`config.mk`:
```
export PLATFORM = sky130hd
export DESIGN_NAME = dct_block_scheduler
export DESIGN_NICKNAME = d
export VERILOG_FILES = /design/src/rtl/dct_block_scheduler.sv
export SDC_FILE = /design/constraint.sdc
export NUM_CORES = 1
export LEC_CHECK = 0
export ABC_CLOCK_PERIOD_IN_PS = 2600
export BUFFER_PORTS_ARGS = -buffer_cell sky130_fd_sc_hd__buf_2
export CAP_MARGIN = 20
export CORE_MARGIN = 2
export CORE_UTILIZATION = 50
export CTS_BUF_LIST = sky130_fd_sc_hd__clkbuf_8
export DETAILED_ROUTE_END_ITERATION = 7
export GPL_ROUTABILITY_DRIVEN = 1
export PLACE_DENSITY = 0.92
export SYNTH_ARGS = -nofsm -noshare
export SYNTH_HDL_FRONTEND = slang
export SYNTH_SLANG_ARGS = --single-unit
```
`constraint.sdc`:
```
create_clock -name clock -period 2.6 [get_ports clock]
set_clock_uncertainty 0.2 [all_clocks]
set_input_delay 0.13 -clock clock [delete_from_list [all_inputs] [get_ports clock]]
set_output_delay 0.13 -clock clock [all_outputs]
set_load 0.05 [all_outputs]
```
`src/rtl/dct_block_scheduler.sv`:
```
// dct_block_scheduler: double-buffered sequencer for the 8x8 DCT engine, with block/frame counting
module dct_block_scheduler #(
  parameter int BLOCKS_PER_FRAME = 1200,
  parameter int CNT_W = 11
) (
  input  logic             clock,
  input  logic             nreset,
  output logic             in_ready,
  output logic             wr_bank,
  input  logic             in_commit,
  output logic [6:0]       in_raddr,
  output logic             dct_nreset,
  input  logic [5:0]       dct_fetch_addr,
  input  logic [5:0]       dct_result_addr,
  input  logic             dct_result_wren,
  input  logic             dct_finished,
  output logic [6:0]       res_waddr,
  output logic             res_wren,
  output logic             out_valid,
  output logic             out_bank,
  input  logic             out_ack,
  output logic [CNT_W-1:0] block_index,
  output logic             frame_done,
  output logic             busy,
  output logic             overflow
);
  typedef enum logic [1:0] {IDLE, START, RUN, RETIRE} state_t;
  state_t state, state_nx;
  logic [1:0] in_full, res_full, in_full_nx, res_full_nx;
  logic rd_bank, res_wr_bank, first_run, commit_ok, ack_ok, retire, last;
  assign in_ready   = !in_full[wr_bank];
  assign out_valid  = res_full[out_bank];
  assign in_raddr   = {rd_bank, dct_fetch_addr};
  assign res_waddr  = {res_wr_bank, dct_result_addr};
  assign res_wren   = dct_result_wren && state == RUN;
  assign busy       = state != IDLE;
  assign dct_nreset = state == RUN;
  assign commit_ok  = in_commit && in_ready;
  assign ack_ok     = out_ack && out_valid;
  assign retire     = state == RETIRE;
  assign last       = block_index == CNT_W'(BLOCKS_PER_FRAME - 1);
  // first_run masks a dct_finished left over from the previous block
  always_comb begin
    state_nx = state;
    case (state)
      IDLE:    state_nx = (in_full[rd_bank] && !res_full[res_wr_bank]) ? START : IDLE;
      START:   state_nx = RUN;
      RUN:     state_nx = (dct_finished && !first_run) ? RETIRE : RUN;
      default: state_nx = IDLE;
    endcase
    in_full_nx  = in_full;
    res_full_nx = res_full;
    if (retire) in_full_nx[rd_bank] = 1'b0;
    if (commit_ok) in_full_nx[wr_bank] = 1'b1;
    if (ack_ok) res_full_nx[out_bank] = 1'b0;
    if (retire) res_full_nx[res_wr_bank] = 1'b1;
  end
  always_ff @(posedge clock) begin
    if (!nreset) begin
      state       <= IDLE;
      in_full     <= '0;
      res_full    <= '0;
      wr_bank     <= 1'b0;
      rd_bank     <= 1'b0;
      res_wr_bank <= 1'b0;
      out_bank    <= 1'b0;
      first_run   <= 1'b0;
      block_index <= '0;
      frame_done  <= 1'b0;
      overflow    <= 1'b0;
    end else begin
      state       <= state_nx;
      in_full     <= in_full_nx;
      res_full    <= res_full_nx;
      wr_bank     <= wr_bank ^ commit_ok;
      rd_bank     <= rd_bank ^ retire;
      res_wr_bank <= res_wr_bank ^ retire;
      out_bank    <= out_bank ^ ack_ok;
      first_run   <= state == START;
      frame_done  <= retire && last;
      overflow    <= overflow | (in_commit && !in_ready);
      if (retire) block_index <= last ? '0 : block_index + CNT_W'(1);
    end
  end
endmodule
```
==> results of run 1 <==
## report_power, final
group | switching, uW | total, uW | internal [uW]
clock | 114 | 320 | 206
combinational | 71.9 | 103 | 31.4
sequential | 10.6 | 389 | 378
total | 196 | 812 | 615
## per-layer routing
metal / routed length [um] / global-route usage (%)
met1: 915 / 18.90
met2: 1172 / 34.98
met3: 166 / 7.345
met4: 17 / 5.556
met5: 0 / 0
## state kept, by name, indices dropped and copies added, names as in the netlist
name / cells
overflow: 1
frame_done: 1
state: 2
first_run: 1
res_wr_bank: 1
wr_bank: 1
out_bank: 1
in_full: 2
res_full: 2
rd_bank: 1
block_index: 11
## critical path, stage by stage (launching register included)
cell and delay (ps):
dfxtp_1 390, ha_1 440, and4_1 390, nand3_1 140
nand2_2 210, nor2_1 80
## cells by family after synthesis
| kind of cell | count (synthesis) | synth area share, % |
|---|---|---|
| simple gates | 48 | 23.78 |
| buf+inv | 25 | 13.16 |
| flops | 24 | 39.18 |
| compound gates | 15 | 7.347 |
| xor+xnor | 11 | 7.857 |
| fa+ha+maj | 6 | 6.122 |
| mux | 3 | 2.551 |
## metrics by stage
step	cell area (sq um)	setup slack (ps)
2_1_floorplan	1226	391.6
3_3_place_gp	1265	760.0
3_5_place_dp	1265	631.0
4_1_cts	1376	616.6
5_1_grt	1376	461.1
6_report	1376	637.1
## placed cells by master, fill, tap and decap left out, drive strengths merged, types with 4 or more instances in the layout
master,n
xor2,5
dfxtp,24
buf,27
nand2,10
xnor2,6
a21oi,7
dlygate4sd3,4
nand3,5
nor2,15
inv,8
ha,6
## area by class of cell
| cell class | instances | area (sq um) |
|---|---|---|
| Clock buffer | 3 | 41.29 |
| Clock inverter | 1 | 30.03 |
| Fill cell | 201 | 899.6 |
| Inverter | 8 | 30.03 |
| Multi-Input combinational cell | 83 | 584.3 |
| Sequential cell | 24 | 480.5 |
| Tap cell | 28 | 35.03 |
| Timing Repair Buffer | 31 | 175.2 |
## path summary, 6_finish.rpt
path                        from                           to
max          state[0]$_SDFF_PN0_  block_index[4]$_SDFFE_PN0P_
min           dct_result_addr[4]                 res_waddr[4]
max reg2reg  state[0]$_SDFF_PN0_  block_index[4]$_SDFFE_PN0P_
min reg2reg  overflow$_SDFF_PN0_          overflow$_SDFF_PN0_
==> reports/results.tsv, run 1 <==
stage	metric	value	unit
logic_synthesis	dominant cell type by area after synthesis	dfxtp_1	
global_route	aggregate global routing overflow	0	
global_route	antenna violations before repair	0	
logic_synthesis	FFs w/ async S/R, synth	0	%
run_status	status	complete, no violations	
timing	minimum clock period	1963	ps
logic_synthesis	top-area cell type share of the netlist area	39.18	%
timing	# setup viols final	0	
drt	starting DRC count in detailed routing	8	
timing	RSZ-0062 raised after global routing	false	
global_route	largest net degree at the start of global routing	15	
timing	final worst-path cycle share	75.50	%
logic_synthesis	syn nets	156	
critical_path	CP Capture Type	flop	
power_and_ir_drop	Max VDD drop	0.0006782	V
clock_tree	setup repair bufs after CTS	0	
global_route	global-route wire length before repair	3801	um
logic_synthesis	EDFF count, synth	0	
critical_path	Crit Path Max Fanout	10	
logic_synthesis	Mapped Avg Cell Area	9.289	sq um
layout	Layout Utilization	60.47	%
logic_synthesis	top cells by count, synth	dfxtp_1, buf_4, nor2_1	
floorplan	area of the core	2276	sq um
timing	slew at the pin with the worst max-slew slack	419.0	ps
layout	area delta synth->final	12.24	%
layout	non-filler instance count after layout	178	
hold_path	Hold Crit Depth	0	
drt	Via density	5.197	
critical_path	Critical Path AT	1920	ps
clock_tree	CTS tree	built	
timing	Slew Limit Headroom	72.06	%
clock_tree	# H-tree levels	1	
clock_tree	CTS sink cnt	24	
run	max cap viols	0	
logic_synthesis	most frequent cell after synthesis	dfxtp_1	
hold_path	worst min path class	primary input to output pin	
timing	hold slack	60.02	ps
floorplan	Die W	53.52	um
logic_synthesis	Seq cells post-synth	24	
global_route	vias in the first global route	862	
placement	port bufs	27	
clock_tree	Num CTS Buffers	3	
clock_tree	clock-pin slew on the worst setup and hold paths	80	ps
drt	WL per Instance	12.76	um
floorplan	# IOs	52	
floorplan	Initial Util	53.88	%
placement	Post-DP HPWL	1758	um
clock_tree	post-CTS sizing	0	
logic_synthesis	largest cells by area after synthesis	dfxtp_1, buf_4, ha_1, xnor2_1, nor2_1	
floorplan	row cnt	17	
power_and_ir_drop	Leak	0.0006367	uW
logic_synthesis	Gate Count Post-Synth	132	
placement	RD Place Congestion	0.8029	
global_route	gr usage total	18.72	%
layout	fraction of layout cells with a size suffix above 1	28.00	%
clock_tree	# hold bufs at CTS	4	
timing	hold violation count in the final report	0	
logic_synthesis	yosys warns	0	
timing	setup TNS	0	ps
critical_path	CP Class	flop to flop	
clock_tree	Longest Clk Path Bufs	2	
critical_path	Worst R2R Path Depth	5	
drt	final wirelength	2271	um
critical_path	R2R Setup Slk	640	ps
floorplan	die height	53.52	um
power_and_ir_drop	PD cells	589.8	nW/um^2
layout	Final nets	175	
timing	Fmax achieved	0.5095	GHz
logic_synthesis	synthesized area	1226	sq um
clock_tree	clock root buffer	clkbuf_8	
power_and_ir_drop	Power, Total	811.7	uW
logic_synthesis	distinct cell type count of the synthesized netlist	36	
critical_path	Setup crit start kind	flop	
floorplan	DIE AREA	2864	sq um
drt	1st-pass router iterations	4	
timing	Final Slew Violations	0	
critical_path	Worst Path Required	2560	ps
drt	DRC viols	0	
drt	DR vias	925	
drt	number of antenna-violating nets in the routed design	0	
logic_synthesis	sequential share of the synthesized area	39.18	%
layout	ant diodes	0	
clock_tree	Worst-Skew Late Latency	270	ps
placement	Cells after DPL	170	
logic_synthesis	prevailing post-synth register cell	dfxtp_1	
Note: power is estimated with default switching activity, not from simulation.
==> inputs of run 2 (changes only) <==
ABC_CLOCK_PERIOD_IN_PS = 1800   (was 2600)
CORE_UTILIZATION = 44   (was 50)
PLACE_DENSITY = 0.86   (was 0.92)
clock period = 1.8 ns   (was 2.6 ns; I/O delays follow)
==> run 2 against run 1 <==
Count of clock-buffer cells in the layout increased by 1. Critical path type unchanged. Highest routed layer unchanged. Routed wire length increased by 11%. Cell count increased by 9.6%. First-iteration DRC count increased to 3.1 times the previous value. Clock power increased by 12%.
==> reports/results.tsv, run 2 (same netlist as run 1, synthesis figures left out) <==
stage	metric	value	unit	change
global_route	largest net degree at the start of global routing	14		-1
layout	max FFs per register	11		unchanged
hold_path	worst min path class	flop to flop		
layout	Layout Utilization	55.86	%	-4.6 points
power_and_ir_drop	Leak	0.0006928	uW	+8.8%
critical_path	FF-to-FF End	block_index[0]$_SDFFE_PN0P_		
global_route	aggregate global routing overflow	0		unchanged
placement	RD Place Congestion	0.8183		+1.9%
layout	non-filler instance count after layout	195		+9.6%
drt	final wirelength	2528	um	+11%
layout	Multi-input gate area	596.8	sq um	+2.1%
timing	hold violation count in the final report	0		unchanged
hold_path	hold path startpoint	overflow$_SDFF_PN0_		
drt	Via density	5.103		-1.8%
placement	dpl ws	144.8	ps	-486.2 ps
drt	1st-pass router iterations	4		unchanged
critical_path	Worst Path Required	1750	ps	-810 ps
timing	Fmax achieved	0.5895	GHz	+16%
clock_tree	post-CTS sizing	0		unchanged
layout	fraction of layout cells with a size suffix above 1	28.66	%	+0.66 points
critical_path	Worst R2R Path Depth	5		unchanged
drt	starting DRC count in detailed routing	25		+17
floorplan	# IOs	52		unchanged
clock_tree	CTS tree	built		
clock_tree	CTS sink cnt	24		unchanged
critical_path	reg2reg start	block_index[1]$_SDFFE_PN0P_		
drt	number of antenna-violating nets in the routed design	0		unchanged
power_and_ir_drop	Max VDD drop	0.0007902	V	+17%
clock_tree	setup repair bufs after CTS	0		unchanged
drt	DRC viols	0		unchanged
floorplan	row cnt	19		+2
layout	Storage cell area	483.0	sq um	+0.52%
clock_tree	clock root buffer	clkbuf_8		
timing	# setup viols final	0		unchanged
clock_tree	Num CTS Buffers	3		unchanged
timing	Setup WS post-layout	103.7	ps	-533.4 ps
floorplan	area of the core	2710	sq um	+19%
critical_path	CP Capture Type	flop		
timing	hold slack	278.5	ps	+218.5 ps
hold_path	Hold Crit Depth	1		+1
power_and_ir_drop	Power, Total	1151	uW	+42%
floorplan	Initial Util	45.24	%	-8.6 points
global_route	antenna violations before repair	0		unchanged
timing	Slew Limit Headroom	66.60	%	-5.5 points
critical_path	CP Class	flop to flop		
critical_path	Setup crit start kind	flop		
clock_tree	Worst-Skew Late Latency	260	ps	about the same
global_route	gr usage total	15.74	%	-3.0 points
timing	Final Slew Violations	0		unchanged
floorplan	die height	56.79	um	+6.1%
layout	Most flops, register	block_index		
timing	final worst-path cycle share	94.24	%	+19 points
clock_tree	# H-tree levels	1		unchanged
drt	WL per Instance	12.96	um	+1.6%
timing	slew at the pin with the worst max-slew slack	499.4	ps	+80.31 ps
clock_tree	clock-pin slew on the worst setup and hold paths	80	ps	about the same
placement	port bufs	27		unchanged
critical_path	R2R Setup Slk	100	ps	-530 ps
run	max cap viols	0		unchanged
layout	ant diodes	0		unchanged
hold_path	WHS Endpoint	overflow$_SDFF_PN0_		
floorplan	Die W	56.79	um	+6.1%
floorplan	DIE AREA	3225	sq um	+13%
critical_path	Critical Path AT	1650	ps	-270 ps
global_route	vias in the first global route	944		+9.5%
layout	Layout fillers	260		+29%
power_and_ir_drop	PD cells	760.2	nW/um^2	+29%
critical_path	Crit Path Max Fanout	9		-1
layout	area delta synth->final	23.47	%	
global_route	global-route wire length before repair	4029	um	+6.0%
run_status	status	complete, no violations		
layout	most frequent cells in the layout	buf_2, dfxtp_1, dlygate4sd3_1		
placement	Cells after DPL	175		+2.9%
clock_tree	Longest Clk Path Bufs	2		unchanged
placement	Post-DP HPWL	1790	um	+1.9%
layout	commonest non-fill, non-tap cell in the layout	buf_2		
timing	RSZ-0062 raised after global routing	false		
layout	Final nets	189		+8.0%
timing	minimum clock period	1696	ps	-266.6 ps
drt	DR vias	995		+7.6%
-- run 2: cell types whose count changed in the layout (fill, tap and decap cells not counted), sizes merged --
cell / change
bufinv: -1
buf: +2
clkbuf: +1
dlygate4sd3: +12
-- run 2: report_power, final --
part / internal (uW) / switching (uW)
clock network: 195 / 164
logic: 67.2 / 160
registers: 547 / 18.7
total: 809 / 342
-- run 2: what timing repair did --
action | in CTS | in global routing
hold buffers | 16 | 0
endpoints found under the hold margin | 19 | 0
endpoints found under the setup margin | 0 | 0
-- run 2: area by class of cell --
class | count | area share (%)
Multi-Input combinational cell | 83 | 39.42
Sequential cell | 24 | 31.90
Timing Repair Buffer | 45 | 20.50
Clock buffer | 4 | 3.636
Tap cell | 31 | 2.562
Inverter | 8 | 1.983
-- run 2: through the flow --
| step | area, sq um | TNS [ps] |
|---|---|---|
| 6_report | 1514 | 0 |
| 5_1_grt | 1514 | 0 |
| 3_3_place_gp | 1299 | 0 |
| 2_1_floorplan | 1241 | -12.67 |
| 3_5_place_dp | 1299 | 0 |
| 4_1_cts | 1514 | 0 |
-- run 2: worst max-delay path, cell delays in order, from the launching register on --
cell	delay (ps)
dfxtp_2	390
ha_1	200
and4_1	340
nand3_1	150
nand2_2	220
nor2_1	80
-- run 2: layer usage --
layer  vias to the layer above  track usage, %  share of wire [%]
met5                         -               0                  0
met4                         0           2.658               0.36
met3                         2           4.378                5.7
met2                        31           30.56                 53
met1                       478           16.90                 41
li1                        484               -                  -
-- run 2: worst max-delay path by stage --
stage                                      from                           to  depth (start not counted)
floorplan                    wr_bank$_SDFF_PN0_          overflow$_SDFF_PN0_                          3
global placement    block_index[0]$_SDFFE_PN0P_  block_index[7]$_SDFFE_PN0P_                          5
detailed placement          state[0]$_SDFF_PN0_  block_index[0]$_SDFFE_PN0P_                          5
CTS                         state[1]$_SDFF_PN0_  block_index[0]$_SDFFE_PN0P_                          5
global route        block_index[1]$_SDFFE_PN0P_  block_index[7]$_SDFFE_PN0P_                          5
finish              block_index[1]$_SDFFE_PN0P_  block_index[0]$_SDFFE_PN0P_                          5
==> inputs of run 3 (changes only) <==
ABC_CLOCK_PERIOD_IN_PS = default   (was 1800)
CTS_CLUSTER_DIAMETER = 100   (was default)
PLACE_DENSITY = 0.89   (was 0.86)
==> run 3 against run 2 <==
Global-route usage fell by 0.39 points. Setup slack improved by 4.9 ps. Combinational power barely moved. Routed wire length fell by 7.4%. Worst hold slack improved by 27 ps. Via count fell by 2.0%. Largest power group unchanged.
==> reports/results.tsv, run 3 (same netlist as run 1, synthesis figures left out) <==
stage	metric	value	unit	change
drt	Via density	5.000		-2.0%
floorplan	# IOs	52		unchanged
layout	Storage cell area	484.2	sq um	+0.26%
global_route	largest net degree at the start of global routing	13		-1
clock_tree	clock-pin slew on the worst setup and hold paths	80	ps	about the same
floorplan	Initial Util	45.24	%	unchanged
floorplan	DIE AREA	3225	sq um	unchanged
timing	Fmax achieved	0.5912	GHz	+0.29%
floorplan	row cnt	19		unchanged
drt	WL per Instance	12.00	um	-7.4%
layout	Most flops, register	block_index		
critical_path	Levels on crit path	4		-1
layout	commonest non-fill, non-tap cell in the layout	buf_2		
hold_path	worst min path class	flop to flop		
timing	Final Slew Violations	0		unchanged
critical_path	CP Class	flop to flop		
placement	Post-DP HPWL	1697	um	-5.2%
critical_path	CP peak stage delay	550	ps	+160 ps
placement	RD Place Congestion	0.7999		-2.2%
floorplan	area of the core	2710	sq um	unchanged
critical_path	CP delay by family, top	buffers and inverters		
timing	Slew Limit Headroom	66.25	%	-0.35 points
power_and_ir_drop	Leak	0.0006896	uW	-0.45%
placement	port bufs	27		unchanged
layout	max FFs per register	11		unchanged
clock_tree	CTS sink cnt	24		unchanged
global_route	aggregate global routing overflow	0		unchanged
hold_path	Hold Crit Depth	2		+1
floorplan	Die W	56.79	um	unchanged
critical_path	Crit Path Max Fanout	5		-4
run	max cap viols	0		unchanged
floorplan	die height	56.79	um	unchanged
power_and_ir_drop	Max VDD drop	0.0007151	V	-9.5%
drt	DR vias	975		-2.0%
global_route	antenna violations before repair	0		unchanged
critical_path	Critical Path AT	1640	ps	about the same
critical_path	Setup crit start kind	flop		
drt	number of antenna-violating nets in the routed design	0		unchanged
timing	setup TNS	0	ps	unchanged
critical_path	Worst Path Buf+Inv	1		+1
timing	minimum clock period	1691	ps	-4.929 ps
clock_tree	# H-tree levels	1		unchanged
critical_path	CP Capture Type	flop		
drt	final wirelength	2340	um	-7.4%
run_status	status	complete, no violations		
power_and_ir_drop	PD cells	725.3	nW/um^2	-4.6%
drt	starting DRC count in detailed routing	25		unchanged
timing	# setup viols final	0		unchanged
clock_tree	Longest Clk Path Bufs	2		unchanged
layout	Layout Utilization	55.91	%	about the same
clock_tree	CTS tree	built		
layout	Final nets	190		+0.53%
critical_path	Slowest-stage cell, CP	dlygate4sd3_1		
drt	1st-pass router iterations	3		-1
timing	RSZ-0062 raised after global routing	false		
clock_tree	clock root buffer	clkbuf_8		
critical_path	Worst Path Required	1750	ps	about the same
drt	DRC viols	0		unchanged
layout	ant diodes	0		unchanged
layout	most frequent cells in the layout	buf_2, dfxtp_1, dlygate4sd3_1		
global_route	vias in the first global route	908		-3.8%
global_route	gr usage total	15.35	%	-0.39 points
timing	hold violation count in the final report	0		unchanged
critical_path	CP cell instances	mux2i_4, nor2_1, o21a_1, dlygate4sd3_1		
global_route	global-route wire length before repair	4029	um	unchanged
layout	Multi-input gate area	600.6	sq um	+0.63%
layout	fraction of layout cells with a size suffix above 1	29.88	%	+1.2 points
layout	Layout fillers	261		+0.38%
clock_tree	Worst-Skew Late Latency	260	ps	about the same
layout	area delta synth->final	23.57	%	about the same
timing	final worst-path cycle share	93.97	%	-0.27 points
critical_path	Worst R2R Path Depth	4		-1
timing	slew at the pin with the worst max-slew slack	504.6	ps	+5.286 ps
clock_tree	Num CTS Buffers	3		unchanged
## run 3: area by class of cell
class	count	share of cell area (%)
multi-input combinational	83	39.64
sequential	24	31.96
timing repair buffer	46	21.14
clock buffer	3	2.725
tap	31	2.560
inverter	8	1.982
## run 3: repair_timing
action	CTS	global route
hold endpoints to repair	19	0
hold buffers	17	0
setup endpoints to repair	0	10
gates resized for setup	0	3
buffers inserted	0	0
## run 3: path summary, 6_finish.rpt
kind	slack, ps	start	endpoint
worst max-delay path	110	wr_bank$_SDFF_PN0_	overflow$_SDFF_PN0_
worst min-delay path	310	block_index[1]$_SDFFE_PN0P_	block_index[1]$_SDFFE_PN0P_
worst max register to register	110	wr_bank$_SDFF_PN0_	overflow$_SDFF_PN0_
worst min register to register	310	block_index[1]$_SDFFE_PN0P_	block_index[1]$_SDFFE_PN0P_
## run 3: worst register-to-register path, cell delays in order, from the launching register on
cell,delay (ps)
dfxtp_2,390
mux2i_4,240
nor2_1,50
o21a_1,150
dlygate4sd3_1,550
## run 3: metrics by stage
stage / std cells / hold WS (ps) / total power [uW] / cell area [sq um] / setup WS, ps
5_1_grt: 195 / 335.6 / 1142 / 1515 / 24.28
3_3_place_gp: 175 / -19.66 / 722.2 / 1299 / 144.7
6_report: 195 / 305.3 / 1099 / 1515 / 108.6
2_1_floorplan: 132 / 7.500 / 761.7 / 1241 / -12.67
3_5_place_dp: 175 / -19.66 / 724.8 / 1299 / 79.01
4_1_cts: 195 / 307.5 / 1111 / 1510 / 17.61
## run 3: per-layer routing
metal,global-route usage (%),share of wire (%),vias to the layer above
li1,-,-,489
met1,19.86,45,446
met2,26.58,48,40
met3,4.378,7.0,0
met4,0.9967,0,0
met5,0,0,-
## run 3: power breakdown
group          internal, uW  switching, uW
clock network           149            156
registers               547           19.5
logic                  68.9            158
total                   765            334
